--- src/rtl/ins_mem_pkg.sv ---
// Shared constants, word type and default program image for the instruction memory.
package ins_mem_pkg;

  localparam int ADDR_W = 4;
  localparam int INS_W  = 9;
  localparam int DEPTH  = 16;

  typedef logic [INS_W-1:0] ins_t;

  localparam ins_t NOP = 9'h000;

  // Word i of the power-on program is simply i.
  localparam ins_t DEFAULT_IMAGE [DEPTH] = '{
    9'h000, 9'h001, 9'h002, 9'h003, 9'h004, 9'h005, 9'h006, 9'h007,
    9'h008, 9'h009, 9'h00A, 9'h00B, 9'h00C, 9'h00D, 9'h00E, 9'h00F
  };

endpackage

--- src/rtl/ins_mem_rd_mux.sv ---
// Combinational read mux: selects mem[rd_addr], zeroes out-of-range reads and
// forwards a same-edge write to the same address.
module ins_mem_rd_mux #(
  parameter int ADDR_W = 4,
  parameter int INS_W  = 9,
  parameter int DEPTH  = 16
) (
  input  logic [INS_W-1:0]  mem [DEPTH],
  input  logic [ADDR_W-1:0] rd_addr,
  input  logic              we,
  input  logic [ADDR_W-1:0] waddr,
  input  logic [INS_W-1:0]  wdata,
  output logic [INS_W-1:0]  rd_data
);

  logic in_range;

  assign in_range = int'(rd_addr) < DEPTH;

  always_comb begin
    rd_data = '0;
    if (in_range) begin
      if (we && (waddr == rd_addr)) begin
        rd_data = wdata;
      end else begin
        rd_data = mem[rd_addr];
      end
    end
  end

endmodule

--- src/rtl/ins_mem_unit.sv ---
// 16 x 9 instruction memory: flop storage restored to the default image on reset,
// synchronous write port and a registered, write-first read at PC.
module ins_mem_unit
  import ins_mem_pkg::*;
(
  input  logic              CLK,
  input  logic              RST_N,
  input  logic [ADDR_W-1:0] PC,
  output logic [INS_W-1:0]  RES_INS,
  input  logic              WE,
  input  logic [ADDR_W-1:0] WADDR,
  input  logic [INS_W-1:0]  WDATA
);

  ins_t             mem_reg [DEPTH];
  ins_t             rd_next;
  logic [DEPTH-1:0] wr_sel;

  // Addresses at or beyond DEPTH match no entry, so such writes drop out here.
  for (genvar gi = 0; gi < DEPTH; gi++) begin : g_wsel
    assign wr_sel[gi] = WE && (WADDR == ADDR_W'(gi));
  end

  always_ff @(posedge CLK or negedge RST_N) begin
    if (!RST_N) begin
      for (int i = 0; i < DEPTH; i++) begin
        mem_reg[i] <= DEFAULT_IMAGE[i];
      end
    end else begin
      for (int i = 0; i < DEPTH; i++) begin
        if (wr_sel[i]) begin
          mem_reg[i] <= WDATA;
        end
      end
    end
  end

  ins_mem_rd_mux #(
    .ADDR_W (ADDR_W),
    .INS_W  (INS_W),
    .DEPTH  (DEPTH)
  ) u_rd_mux (
    .mem     (mem_reg),
    .rd_addr (PC),
    .we      (WE),
    .waddr   (WADDR),
    .wdata   (WDATA),
    .rd_data (rd_next)
  );

  always_ff @(posedge CLK or negedge RST_N) begin
    if (!RST_N) begin
      RES_INS <= NOP;
    end else begin
      RES_INS <= rd_next;
    end
  end

endmodule

--- config.mk ---
export PLATFORM = sky130hd
export DESIGN_NAME = ins_mem_unit
export DESIGN_NICKNAME = d
export VERILOG_FILES = /design/src/rtl/ins_mem_pkg.sv /design/src/rtl/ins_mem_rd_mux.sv /design/src/rtl/ins_mem_unit.sv
export SDC_FILE = /design/constraint.sdc
export NUM_CORES = 1
export LEC_CHECK = 0
export ABC_AREA = 0
export BUFFER_PORTS_ARGS = -buffer_cell sky130_fd_sc_hd__buf_2
export CAP_MARGIN = 20
export CELL_PAD_IN_SITES_DETAIL_PLACEMENT = 2
export CELL_PAD_IN_SITES_GLOBAL_PLACEMENT = 2
export CORE_MARGIN = 8
export CORE_UTILIZATION = 42
export CTS_CLUSTER_SIZE = 14
export DETAILED_ROUTE_END_ITERATION = 8
export PLACE_DENSITY = 0.76
export REMOVE_ABC_BUFFERS = 1
export SLEW_MARGIN = 20
export SYNTH_ARGS = -nofsm -noshare
export SYNTH_HDL_FRONTEND = slang
export SYNTH_SLANG_ARGS = --single-unit
--- constraint.sdc ---
create_clock -name CLK -period 1.25 [get_ports CLK]
set_input_delay 0.25 -clock CLK [delete_from_list [all_inputs] [get_ports CLK]]
set_output_delay 0.25 -clock CLK [all_outputs]
set_load 0.005 [all_outputs]
==> results by stage <==
Synthesis:
- Of the total synthesized cell area, the portion taken by full adders, half adders and majority gates is 0%.
- The number of instances in the synthesized netlist is 426.
- The mapped netlist covers between 0.007 and 0.008 sq mm.
- The most used flip-flop cell after synthesis is dfrtp_1.
- The biggest area contributor in the post-synthesis netlist is dfrtp_1.
- The netlist uses 24 different library cells.
- The flip-flop and latch count after synthesis is 153.
- By count the netlist is led by 153 x mux2_2, 121 x dfrtp_1, 32 x dfstp_2.
- For this run, the number of Yosys warnings is 0.
- After synthesis, the largest family of logic cells by area is multiplexers.
- The synthesized-area fraction occupied by ao, oa, aoi and oai cells is 0%.
- In this run, synthesis inferred 0 flip-flops with an integrated enable.
- The top-area cell type share of the netlist area is 42.17%.
- A synthesized cell averages 16.85 sq um.
- Of the total synthesized cell area, the portion taken by AND, OR, NAND and NOR gates is 2.370%.
- The async set-reset flop share out of synthesis is 100.0%.
- The post-synthesis share of cell area spent on xor and xnor gates is 0.4880%.
- In the post-synthesis netlist, the cell with the most instances is mux2_2.
- After synthesis, the cell types taking the most area are dfrtp_1 42%, mux2_2 24%, dfstp_2 12%, mux4_1 8.4%, mux4_2 4.1%.
- The fraction of the yosys area taken by sequential cells is 53.89%.
- The share of cell area taken by muxes after synthesis is 40.26%.

Final layout:
- Relative to the synthesized area, the layout overhead comes to 20.15%.
- The net count of the finished layout is 525.
- The fraction of layout instances using a drive strength above 1 is 67.37%.
- The layout filler cell count is 1552.
- The flip-flop count of the largest register after layout is approximately 140.
- After routing the design area is 0.008626 sq mm.
- The final standard cell utilization of the core is approximately half.
- 0 antenna diodes ended up in the layout.

Placed design:
- The last weighted congestion value of the routability-driven placer is between 0.7 and 0.8.
- After detailed placement, the total cell area comes to 0.007948 sq mm.
- The wire-length estimate of the detail-placed layout is 13.34 mm.
- Buffers placed on the I/O ports in this run total 28.

GRT:
- The via count of the first global-routing pass is 5002.
- Summed over all layers, the global routing overflow is 0.
- The first global-routing pass estimated 31.48 mm of wire.
- The total routing resource utilization after global routing is 19.61%.
- The number of antenna violations at the first check in global routing came to 0.
- Entering global routing, the biggest net connects 40 pins.

Routing:
- Summing over every cut layer, the via total after detailed routing is between 4000 and 5000.
- The number of DRC violations after detailed-routing iteration 0 is 212.
- For this run, the detailed router's first-pass iteration total came to 4.
- After detailed routing, the number of vias per cell comes to 5.533.
- The residual DRC count is 0.
- After detailed routing, the total wire length is 19.94 mm.
- The average detailed-routed wire length per instance is 26.84 microns.
- The final antenna-violating net count is 0.

Timing:
- The achievable clock frequency is 615.6 MHz.
- The final period utilization is 129.9%.
- The final critical path time including I/O delays and setup is 1624 ps.
- Setup repair after global routing could not meet its margin everywhere.
- The worst pin sits at a relative slew slack of around 75%.
- The final worst clock skew is 8.229 ps.
- The final hold violation count is 0.
- For the pin with the worst max-slew slack, the measured transition is between 300 and 400 ps.
- The number of slew-limit violations in the final report is 0.
- Setup violations remaining at the end of the flow were counted as 9.
- In the post-route analysis, the smallest setup slack over all paths is -374.3 ps.

Clock tree:
- The number of clock buffers added by TritonCTS is 17.
- The CTS tree is yes.
- The clock insertion delay at the later pin of the skew report is around 430 ps.
- The clock-pin slew reported for the worst setup and hold paths after clock tree synthesis is 60 ps.
- The tree is rooted in a clkbuf_16.
- The H-tree was split into 4 levels.
- The maximum clock insertion buffer count is 2.
- The number of sinks handled by clock tree synthesis is 153.

Run status:
- The flow ran to the end, but the final reports show violations.
- The checks that failed: negative setup slack.

Job:
- The max-capacitance violation count is 0.

Setup path:
- The endpoint type of the worst setup path is a flip-flop.
- The critical path required time is between 1500 and 2000 ps.
- The highest fanout seen on the critical path is 2.
- Data arrives at the worst endpoint at 1940 ps.
- The launching element type of the critical path is a flip-flop.
- The path type of the worst setup path is flip-flop to flip-flop.
- The worst reg-to-reg setup slack is -370 ps.

Hold path:
- The path category of the worst min-delay check is input port to asynchronous set/reset pin.

Power:
- The leakage power summed over all cells is between 3 and 4 nW.
- The highest ir drop seen on vdd is 0.001114 V.
- The power per cell area is 1762 mW/mm^2.

Die:
- The starting density of the core is a little over two fifths.
- The total area inside the core boundary comes to 0.01700 sq mm.
- The die span in x is 146.7 microns.
- The initialized floorplan defines 48 standard-cell rows.
- The die outline area is 0.02153 sq mm.
- From bottom edge to top edge, the die measures around 150 microns.
- The number of primary I/O pins is 29.
-- where the power goes --
part	switching [mW]	internal, mW	total (mW)
registers	0.699	6.31	7.01
clock network	2.10	3.11	5.22
logic	1.15	1.82	2.97
total	3.95	11.2	15.2
-- path summary, 6_finish.rpt --
check,startpoint,end,depth (start not counted)
worst max-delay path,mem_reg[40],RES_INS[4],4
worst min-delay path,RST_N,mem_reg[35],2
worst max register to register,mem_reg[40],RES_INS[4],4
worst min register to register,mem_reg[134],mem_reg[134],1
max in group asynchronous,RST_N,mem_reg[39],3
min in group CLK,WDATA[1],mem_reg[118],2
-- area by class of cell --
cell class	count	area [sq um]	area share [%]
clock buffer	23	478.0	5.541
clock inverter	9	113.9	1.320
multi-input combinational	246	3100	35.94
sequential	153	3869	44.85
tap	225	281.5	3.264
timing repair buffer	87	783.3	9.080
-- critical path: stages (launching register included) --
cell     delay, ps
dfrtp_1        390
mux4_2         510
mux2i_2        200
mux2i_1        130
mux2_4         280
-- what timing repair did --
item	CTS	global route
hold endpoints to repair	49	0
setup buffers	8	2
setup endpoints to repair	9	38
gates resized for setup	26	11
hold buffers	1	0
-- metrics by stage --
step	TNS, ps	worst slack [ps]	power [mW]	std cells	hold slack, ps
2_1_floorplan	-8853	-343.7	8.514	399	-45.59
3_3_place_gp	-46320	-792.1	9.426	701	139.5
3_5_place_dp	-52400	-826.7	9.767	701	144.9
4_1_cts	-2931	-389.4	15.32	742	255.4
5_1_grt	-3197	-425.8	15.84	743	262.0
6_report	-2772	-374.3	15.20	743	257.9
-- cell families (layout without fill, tap and decap cells) --
family / after synthesis / count (layout)
AND/OR/NAND/NOR: 26 / 26
flip-flops: 153 / 153
multiplexers: 216 / 216
buffers and inverters: 27 / 119
XOR/XNOR: 4 / 4
-- cell usage in the layout, fill, tap and decap left out, drive strengths merged --
| master | count |
|---|---|
| mux2 | 153 |
| dfrtp | 121 |
| buf | 86 |
| mux4 | 36 |
| dfstp | 32 |
| mux2i | 27 |
| clkbuf | 23 |
| nor2 | 10 |
| nand2b | 4 |
| xor2 | 3 |
| nand2 | 3 |
| or3 | 3 |
| clkinvlp | 3 |
| nand3b | 2 |
| inv | 2 |
| bufinv | 2 |
| clkinv | 2 |
| xnor2 | 1 |
| nor4 | 1 |
| nand3 | 1 |
| nor3b | 1 |
| nor2b | 1 |
| dlygate4sd3 | 1 |
-- layer usage --
metal	GRT usage, %	up-vias	part of all wire (%)
met2	33.23	73	52
met3	3.783	36	2.3
met4	8.552	0	2.7
met1	23.96	2246	43
li1	-	1756	-
met5	0	-	0
No activity file was read; power rests on OpenSTA's default activity.
